$ cat config.mk
export PLATFORM = sky130hd
export DESIGN_NAME = seg_display_mux
export DESIGN_NICKNAME = d
export VERILOG_FILES = /design/src/rtl/calc_disp_pkg.sv /design/src/rtl/seg7_decoder.sv /design/src/rtl/seg_display_mux.sv
export SDC_FILE = /design/constraint.sdc
export NUM_CORES = 1
export LEC_CHECK = 0
export ABC_AREA = 1
export BUFFER_PORTS_ARGS = -buffer_cell sky130_fd_sc_hd__buf_2
export CAP_MARGIN = 20
export CORE_ASPECT_RATIO = 0.5
export CORE_UTILIZATION = 62
export DETAILED_ROUTE_END_ITERATION = 10
export PLACE_DENSITY = 0.95
export SYNTH_ARGS = -nofsm -noshare
export SYNTH_HDL_FRONTEND = slang
export SYNTH_SLANG_ARGS = --single-unit
$ cat constraint.sdc
create_clock -name clk -period 3.5 [get_ports clk]
set_clock_uncertainty 0.05 [all_clocks]
set_input_delay 0.525 -clock clk [delete_from_list [all_inputs] [get_ports clk]]
set_output_delay 0.525 -clock clk [all_outputs]
set_load 0.02 [all_outputs]
$ cat src/rtl/calc_disp_pkg.sv
// calc_disp_pkg
// Shared constants for the calculator result display path.
//   - Digit codes: 0..9 are BCD digits, CODE_MINUS draws a minus sign,
//     CODE_BLANK (and any of 10..14) leaves the digit dark.
//   - Seven-segment glyphs, active low, ordered {g,f,e,d,c,b,a}.
//   - Anode enables, active low; bit 3 is the leftmost digit (D1).
package calc_disp_pkg;

    localparam logic [3:0] CODE_MINUS = 4'hF;
    localparam logic [3:0] CODE_BLANK = 4'hE;

    localparam logic [6:0] GLYPH_0     = 7'b1000000;
    localparam logic [6:0] GLYPH_1     = 7'b1111001;
    localparam logic [6:0] GLYPH_2     = 7'b0100100;
    localparam logic [6:0] GLYPH_3     = 7'b0110000;
    localparam logic [6:0] GLYPH_4     = 7'b0011001;
    localparam logic [6:0] GLYPH_5     = 7'b0010010;
    localparam logic [6:0] GLYPH_6     = 7'b0000010;
    localparam logic [6:0] GLYPH_7     = 7'b1111000;
    localparam logic [6:0] GLYPH_8     = 7'b0000000;
    localparam logic [6:0] GLYPH_9     = 7'b0010000;
    localparam logic [6:0] GLYPH_MINUS = 7'b0111111;
    localparam logic [6:0] GLYPH_BLANK = 7'b1111111;

    localparam logic [3:0] AN_D1  = 4'b0111;
    localparam logic [3:0] AN_D2  = 4'b1011;
    localparam logic [3:0] AN_D3  = 4'b1101;
    localparam logic [3:0] AN_D4  = 4'b1110;
    localparam logic [3:0] AN_OFF = 4'b1111;

    // Scan index 0 is the units digit (rightmost), index 3 the thousands.
    function automatic logic [3:0] anode_for_index(input logic [1:0] idx);
        logic [3:0] an;
        case (idx)
            2'd0:    an = AN_D4;
            2'd1:    an = AN_D3;
            2'd2:    an = AN_D2;
            default: an = AN_D1;
        endcase
        return an;
    endfunction

endpackage

$ cat src/rtl/seg7_decoder.sv
// seg7_decoder
// Combinational digit-code to seven-segment converter.
//   code : 4-bit digit code (0..9 digit, 4'hF minus, 10..14 blank)
//   seg  : active-low segments {g,f,e,d,c,b,a}
module seg7_decoder
    import calc_disp_pkg::*;
(
    input  logic [3:0] code,
    output logic [6:0] seg
);

    always_comb begin
        seg = GLYPH_BLANK;
        case (code)
            4'd0:       seg = GLYPH_0;
            4'd1:       seg = GLYPH_1;
            4'd2:       seg = GLYPH_2;
            4'd3:       seg = GLYPH_3;
            4'd4:       seg = GLYPH_4;
            4'd5:       seg = GLYPH_5;
            4'd6:       seg = GLYPH_6;
            4'd7:       seg = GLYPH_7;
            4'd8:       seg = GLYPH_8;
            4'd9:       seg = GLYPH_9;
            CODE_MINUS: seg = GLYPH_MINUS;
            default:    seg = GLYPH_BLANK;
        endcase
    end

endmodule

$ cat src/rtl/seg_display_mux.sv
// seg_display_mux
// Latches a four-digit signed result and scans it onto a 4-digit
// common-anode seven-segment display.
//   clk, rst        : clock, synchronous active-high reset
//   load            : capture D1..D4 / isNegative on this edge
//   D1..D4          : digit codes, D1 = thousands (leftmost), D4 = units
//   isNegative      : result sign
//   anode           : active-low digit enables, bit 3 = D1, bit 0 = D4
//   seg             : active-low segments {g,f,e,d,c,b,a}
//   dp              : decimal point, always off (1)
// Each digit slot lasts DWELL cycles; the first cycle of every slot is dark
// to stop the previous digit ghosting onto the next anode.
module seg_display_mux
    import calc_disp_pkg::*;
#(
    parameter int DWELL         = 100000,
    parameter int BLANK_LEADING = 1
) (
    input  logic       clk,
    input  logic       rst,
    input  logic       load,
    input  logic [3:0] D1,
    input  logic [3:0] D2,
    input  logic [3:0] D3,
    input  logic [3:0] D4,
    input  logic       isNegative,
    output logic [3:0] anode,
    output logic [6:0] seg,
    output logic       dp
);

    localparam int CNT_W = $clog2(DWELL);

    logic [CNT_W-1:0] cnt_reg;
    logic [1:0]       idx_reg;
    logic [3:0]       shadow_reg [4];   // index 3 = D1 ... index 0 = D4
    logic             sign_reg;
    logic [3:0]       code_reg;         // resolved code of the slot being shown
    logic [3:0]       anode_reg;
    logic [6:0]       seg_reg;

    logic             slot_end;
    logic [1:0]       idx_next;
    logic [6:0]       seg_glyph;

    // Per-position resolution of the shadow value into display codes.
    logic [3:1]       zero;
    logic [3:1]       lead_zero;
    logic [3:0]       blank;
    logic [3:1]       minus;
    logic [3:0]       resolved [4];

    assign slot_end = (cnt_reg == CNT_W'(DWELL - 1));
    assign idx_next = idx_reg + 2'd1;

    // The units digit is never blanked and never takes the minus: the minus
    // always lands left of the most-significant displayed digit.
    assign blank[0]    = 1'b0;
    assign resolved[0] = shadow_reg[0];

    genvar gi;
    generate
        for (gi = 1; gi < 4; gi++) begin : g_pos
            assign zero[gi]      = (shadow_reg[gi] == 4'd0);
            assign lead_zero[gi] = &zero[3:gi];
            assign blank[gi]     = (BLANK_LEADING != 0) && lead_zero[gi];
            if (gi == 3) begin : g_top
                // Leftmost position: either the nearest blank slot, or it
                // overrides a significant D1 (accepted truncation).
                assign minus[gi] = sign_reg && (!blank[3] || !blank[2]);
            end else begin : g_mid
                assign minus[gi] = sign_reg && blank[gi] && !blank[gi-1];
            end
            assign resolved[gi] = minus[gi] ? CODE_MINUS :
                                  (blank[gi] ? CODE_BLANK : shadow_reg[gi]);
        end
    endgenerate

    seg7_decoder u_decoder (
        .code (code_reg),
        .seg  (seg_glyph)
    );

    always_ff @(posedge clk) begin
        if (rst) begin
            for (int i = 0; i < 4; i++) begin
                shadow_reg[i] <= 4'd0;
            end
            sign_reg  <= 1'b0;
            cnt_reg   <= '0;
            idx_reg   <= 2'd0;
            code_reg  <= CODE_BLANK;
            anode_reg <= AN_OFF;
            seg_reg   <= GLYPH_BLANK;
        end else begin
            if (load) begin
                shadow_reg[3] <= D1;
                shadow_reg[2] <= D2;
                shadow_reg[1] <= D3;
                shadow_reg[0] <= D4;
                sign_reg      <= isNegative;
            end

            cnt_reg <= slot_end ? '0 : cnt_reg + CNT_W'(1);

            // The next slot's code is frozen at the slot boundary, so a load
            // arriving mid-slot cannot change the glyph currently lit.
            if (slot_end) begin
                idx_reg  <= idx_next;
                code_reg <= resolved[idx_next];
            end

            if (cnt_reg == '0) begin
                anode_reg <= AN_OFF;
                seg_reg   <= GLYPH_BLANK;
            end else begin
                anode_reg <= anode_for_index(idx_reg);
                seg_reg   <= seg_glyph;
            end
        end
    end

    assign anode = anode_reg;
    assign seg   = seg_reg;
    assign dp    = 1'b1;

endmodule
==> impl_results.md, run 1 <==
* Flop pwr share at 0.612
* GRT Total Usage at 0.246
* Post-layout util at 0.723
* Layout area overhead at 10.5%
* Lkg Pwr at 1.27 nW
* Die area at 0.00446 mm2
* Slew HR at 0.590
* Seq cells post-synth at 51
* Netlist cell types at 35
* I/O pin cnt at 32
* Synthesized area at 0.00259 mm2
* Total CTS buffers at 5
* Cts repair resizes at 0
* Hold_buf cts at 0
* PwrDens at 366 mW/mm2
* Largest net degree at the start of global routing at 19
* Initial Util at 0.655
* Hpwl dp at 3.84 mm
* CP arrival at 2.12 ns
* M1 GR Usage at 0.270
* Busiest grt layer: met2
* P_int at 0.795 mW
* Slew Viols, Final at 0
* Initial antenna violation count at 0
* Share of layout cells above drive strength 1 at 0.148
* Register area at 0.00118 mm2
* DRC at 0
* Synth async-reset ratio at 0
* PortBufs at 30
* Setup repair bufs after CTS at 0
* Dpl ws at 1.59 ns
* Antenna Nets Post-Route at 0
* Synth top cells by count: 66 x nand2_1, 57 x nor2_1, 52 x inv_1
* Data required, critical path at 3.67 ns
* Most numerous cell in the Yosys netlist: nand2_1
* Post-Synthesis Cells at 337
* Global-route wire length before repair at 8.09 mm
* Status: complete, no violations
* Crit path setup slack, layout at 1.54 ns
* Worst vdd ir at 0.283 mV
* Hold Vio Cnt, Final at 0
* Core Footprint at 0.00396 mm2
* Sink Count at 51
* Setup TNS Final at 0 ns
* Avg Cell Area, Syn at 7.70 um2
* Clock Path Buffers at 2
* CP Launch Type: register
* 1st-iter DRT viols at 104
* HP Class: input pin to register
* Max Cap Viol at 0
* Maximum clock rate at 511 MHz
* Vias in the first global route at 1967
* Final period utilization at 0.559
* Tightest Pin Transition at 0.614 ns
* CP Class: register to register
* Yosys Warn Count at 0
* N_diodes at 0
* Via Count at 2216
* Main area contributors after synthesis: dfxtp_1 27%, edfxtp_1 19%, nand2_1 9.5%, nor2_1 8.2%, inv_1 7.5%
* Filler cells at 310
* Die W at 93.5 um
* Unrepaired setup endpoints after global routing: no
* Clock root cell: clkbuf_8
* Total power at 1.05 mW
* Clock Power Share at 0.319
* Worst setup EP type: register
* DR pass1 iterations at 4
* Post-synth top flop: dfxtp_1
* Number of flops mapped to enable cells by yosys at 16
* Post-layout min period at 1.96 ns
* Net Sw Frac at 0.243
* Final setup vio count at 0
* Vias/cell at 5.21
* Chip Height at 47.7 um
* Worst-skew pair later-pin latency at 0.31 ns
* Maximum net fanout on the critical path at 11
* Register area share after synthesis at 0.455
* Grt total ovfl at 0
* M2 GR Usage at 0.487
* Clk slew on worst S/H paths at 0.09 ns
* H-tree levels at 2
* Cell area after layout at 0.00287 mm2
* Routability congestion estimate at 0.916
* Area of the multi-input gates at 0.00117 mm2
* WL/cell at 11.7 um
* Area leader, netlist: dfxtp_1
* Cell Rows at 16
* Instance area at placement at 0.00278 mm2
* Post-synth top area share at 0.270
* Largest register FFs at 17
* Combinational share of power at 0.069
* CTS tree: yes
* Synthesized netlist net count at 369
* Met3 Use GR at 0.0667
* Final nets at 402
* NetSw at 0.255 mW
* Total Wirelength at 4.97 mm
-- final timing paths --
kind	depth (start not counted)	slack (ns)	from	end
min	2	0.35	rst	sign_reg
min reg2reg	1	0.45	cnt_reg[0]	cnt_reg[0]
max	8	1.54	idx_reg[0]	code_reg[3]
max reg2reg	8	1.54	idx_reg[0]	code_reg[3]
-- worst max-delay path, cell delays in order, from the launching register on --
cell and delay [ns]:
dfxtp_1 0.55, clkinv_1 0.34, ha_1 0.49, inv_1 0.10
o21ai_0 0.08, a21o_1 0.10, nand3_1 0.06, nand2_1 0.06
inv_1 0.03
-- layout make-up --
type | count | share of cell area
clock inverters | 3 | 0.00524
repair buffers | 30 | 0.0524
well taps | 54 | 0.0236
inverters | 57 | 0.0746
multi-input cells | 225 | 0.408
flip-flops and latches | 51 | 0.412
clock buffers | 5 | 0.0240
-- per-stage QoR --
stage	hold WS, ns	instances
2_1_floorplan	0.401	337
3_3_place_gp	0.417	417
3_5_place_dp	0.428	417
4_1_cts	0.352	425
5_1_grt	0.363	425
6_report	0.353	425
-- cell families after synthesis --
family | after synthesis | synth area share
simple gates | 180 | 0.321
buf+inv | 61 | 0.0940
flops | 51 | 0.455
compound gates | 30 | 0.0636
fa+ha+maj | 12 | 0.0579
xor+xnor | 2 | 0.00675
other cells | 1 | 0.00145
-- per-layer routing --
metal	part of all wire	routed length, um
met3	0.070	346
met2	0.49	2450
met1	0.42	2100
met4	0.015	73
met5	0	0
-- power groups by stage --
stage | combinational, mW | sequential, mW | clock, mW
floorplan | 0.0493 | 0.654 | 0
global placement | 0.0678 | 0.656 | 0
detailed placement | 0.0711 | 0.657 | 0
CTS | 0.0720 | 0.643 | 0.339
global route | 0.0836 | 0.645 | 0.364
finish | 0.0720 | 0.642 | 0.335
-- cell usage in the layout, fill, tap and decap left out, types with 7 or more instances in the layout --
cell	synthesis	layout
nor3_1	7	7
nand3_1	21	21
buf_2	0	30
ha_1	12	12
nor2_1	57	57
dfxtp_1	35	35
edfxtp_1	16	16
inv_1	52	52
a21oi_1	15	15
nand2_1	66	66
o21ai_0	9	9
Power figures use the tool's default switching activity.
==> inputs of run 2 (changes only) <==
--- a/config.mk
+++ b/config.mk
@@ -9,9 +9,9 @@
 export BUFFER_PORTS_ARGS = -buffer_cell sky130_fd_sc_hd__buf_2
 export CAP_MARGIN = 20
 export CORE_ASPECT_RATIO = 0.5
-export CORE_UTILIZATION = 62
+export CORE_UTILIZATION = 52
 export DETAILED_ROUTE_END_ITERATION = 10
-export PLACE_DENSITY = 0.95
+export PLACE_DENSITY = 0.86
 export SYNTH_ARGS = -nofsm -noshare
 export SYNTH_HDL_FRONTEND = slang
 export SYNTH_SLANG_ARGS = --single-unit
==> constraint.sdc (replaced) <==
create_clock -name clk -period 1.7 [get_ports clk]
set_clock_uncertainty 0.05 [all_clocks]
set_input_delay 0.255 -clock clk [delete_from_list [all_inputs] [get_ports clk]]
set_output_delay 0.255 -clock clk [all_outputs]
set_load 0.02 [all_outputs]
==> impl_results.md, run 2 (synthesized netlist as in run 1, its figures left out) <==
* Vias/cell at 4.91 (-5.8%)
* Final setup vio count at 0 (unchanged)
* Status: complete, no violations
* Vias in the first global route at 2001 (+1.7%)
* GRT Total Usage at 0.217 (-0.0288)
* Via Count at 2176 (-1.8%)
* Data required, critical path at 1.84 ns (-1.83 ns)
* Final period utilization at 0.932 (+0.373)
* Total Wirelength at 5.05 mm (+1.6%)
* Worst setup EP type: register
* Clock Path Buffers at 2 (unchanged)
* Layout area overhead at 13.9%
* Leading cell type in the layout, fill and taps excluded: nand2_1
* Maximum net fanout on the critical path at 7 (-4)
* Maximum clock rate at 631 MHz (+23%)
* Lkg Pwr at 1.32 nW (+3.7%)
* DRC at 0 (unchanged)
* DR pass1 iterations at 4 (unchanged)
* Chip Height at 52.0 um (+8.8%)
* Most used cell, CP: nand2_2
* Total CTS buffers at 5 (unchanged)
* H-tree levels at 2 (unchanged)
* Initial antenna violation count at 0 (unchanged)
* Total power at 2.32 mW (+120%)
* Largest register FFs at 17 (unchanged)
* Largest stage delay, worst path at 0.38 ns (-0.17 ns)
* HP Class: input pin to register
* Clock root cell: clkbuf_8
* CP arrival at 1.72 ns (-0.40 ns)
* Largest net degree at the start of global routing at 17 (-2)
* Initial Util at 0.565 (-0.0899)
* Slew Viols, Final at 0 (unchanged)
* Antenna Nets Post-Route at 0 (unchanged)
* Worst vdd ir at 0.431 mV (+52%)
* CP Launch Type: register
* Core Footprint at 0.00459 mm2 (+16%)
* Max Cap Viol at 0 (unchanged)
* Die area at 0.00529 mm2 (+19%)
* Crit path setup slack, layout at 0.116 ns (-1.43 ns)
* Sink Count at 51 (unchanged)
* Hpwl dp at 3.85 mm (+0.21%)
* Post-layout min period at 1.58 ns (-0.372 ns)
* Slowest-stage cell, CP: dfxtp_2
* Grt total ovfl at 0 (unchanged)
* Global-route wire length before repair at 8.77 mm (+8.4%)
* CP Class: register to register
* Finished Layout Cells at 443 (+4.2%)
* Hold Path Depth at 2 (unchanged)
* Final nets at 408 (+1.5%)
* PwrDens at 785 mW/mm2 (+110%)
* Share of layout cells above drive strength 1 at 0.170 (+0.0215)
* Dpl ws at 0.116 ns (-1.47 ns)
* PortBufs at 30 (unchanged)
* Placed Cells at 434 (+4.1%)
* I/O pin cnt at 32 (unchanged)
* N_diodes at 0 (unchanged)
* Cell Rows at 17 (+1)
* Crit-path cells: ha_1 > nand2_2 > nor2_4 > nand3_2 > nand2_2 > inv_2 > o21ai_0 > a21oi_1
* Hold_buf cts at 0 (unchanged)
* Min Hold Slack at 0.100 ns (-0.253 ns)
* Clk slew on worst S/H paths at 0.09 ns (about the same)
* Hold Vio Cnt, Final at 0 (unchanged)
* Die W at 102 um (+9.0%)
* WL/cell at 11.4 um (-2.5%)
* Reg2reg path depth at 8 (unchanged)
* Worst-skew pair later-pin latency at 0.31 ns (about the same)
* CTS tree: yes
* 1st-iter DRT viols at 87 (-16%)
* Cell area after layout at 0.00296 mm2 (+3.1%)
* Most frequent cells in the layout: 66 x nand2_1, 57 x nor2_1, 52 x inv_1
* Instance area at placement at 0.00284 mm2 (+1.9%)
* Routability congestion estimate at 0.906 (-1.1%)
run 2: cell types whose count changed in the layout (fill, tap and decap cells not counted), sizes merged:
cell	delta
bufinv	+1
clkinvlp	-1
buf	+6
inv	+1
clkinv	-1
run 2: power breakdown:
| group | switching [mW] | leakage, nW | internal (mW) |
|---|---|---|---|
| combinational | 0.0906 | 0.806 | 0.0621 |
| clock | 0.407 | 0.0562 | 0.439 |
| sequential | 0.0252 | 0.456 | 1.30 |
| total | 0.522 | 1.32 | 1.80 |
run 2: worst paths after layout:
path                            startpoint  slack, ns         end
worst max-delay path            cnt_reg[0]       0.12  cnt_reg[9]
worst min-delay path                   rst       0.10    sign_reg
worst max register to register  cnt_reg[0]       0.12  cnt_reg[9]
worst min register to register  cnt_reg[0]       0.41  cnt_reg[0]
run 2: through the flow:
stage / TNS [ns] / utilization
global route: -0.00316 / 0.644
detailed placement: 0 / 0.617
floorplan: 0 / -
CTS: 0 / 0.641
finish: 0 / 0.644
global placement: 0 / 0.617
run 2: critical path: cells and delay by family, from the launching register on:
family | cells | cell delay, ns
compound gates | 2 | 0.15
fa+ha+maj | 1 | 0.20
buf+inv | 1 | 0.09
flops | 1 | 0.38
simple gates | 4 | 0.59
run 2: timing repair:
item                       CTS  global route
gates resized for setup      0             3
setup buffers                0             1
setup endpoints to repair    0            19
run 2: layout make-up:
class / instances / area, um2
clock buffer: 5 / 68.8
clock inverter: 3 / 42.5
fill: 407 / 1640
inverter: 57 / 214
multi-input combinational: 225 / 1170
sequential: 51 / 1180
tap: 66 / 82.6
timing repair buffer: 36 / 195
run 2: metal layers:
metal / share of wire / track usage
met1: 0.47 / 0.269
met2: 0.48 / 0.381
met3: 0.041 / 0.0457
met4: 0.0095 / 0.0714
met5: 0 / 0
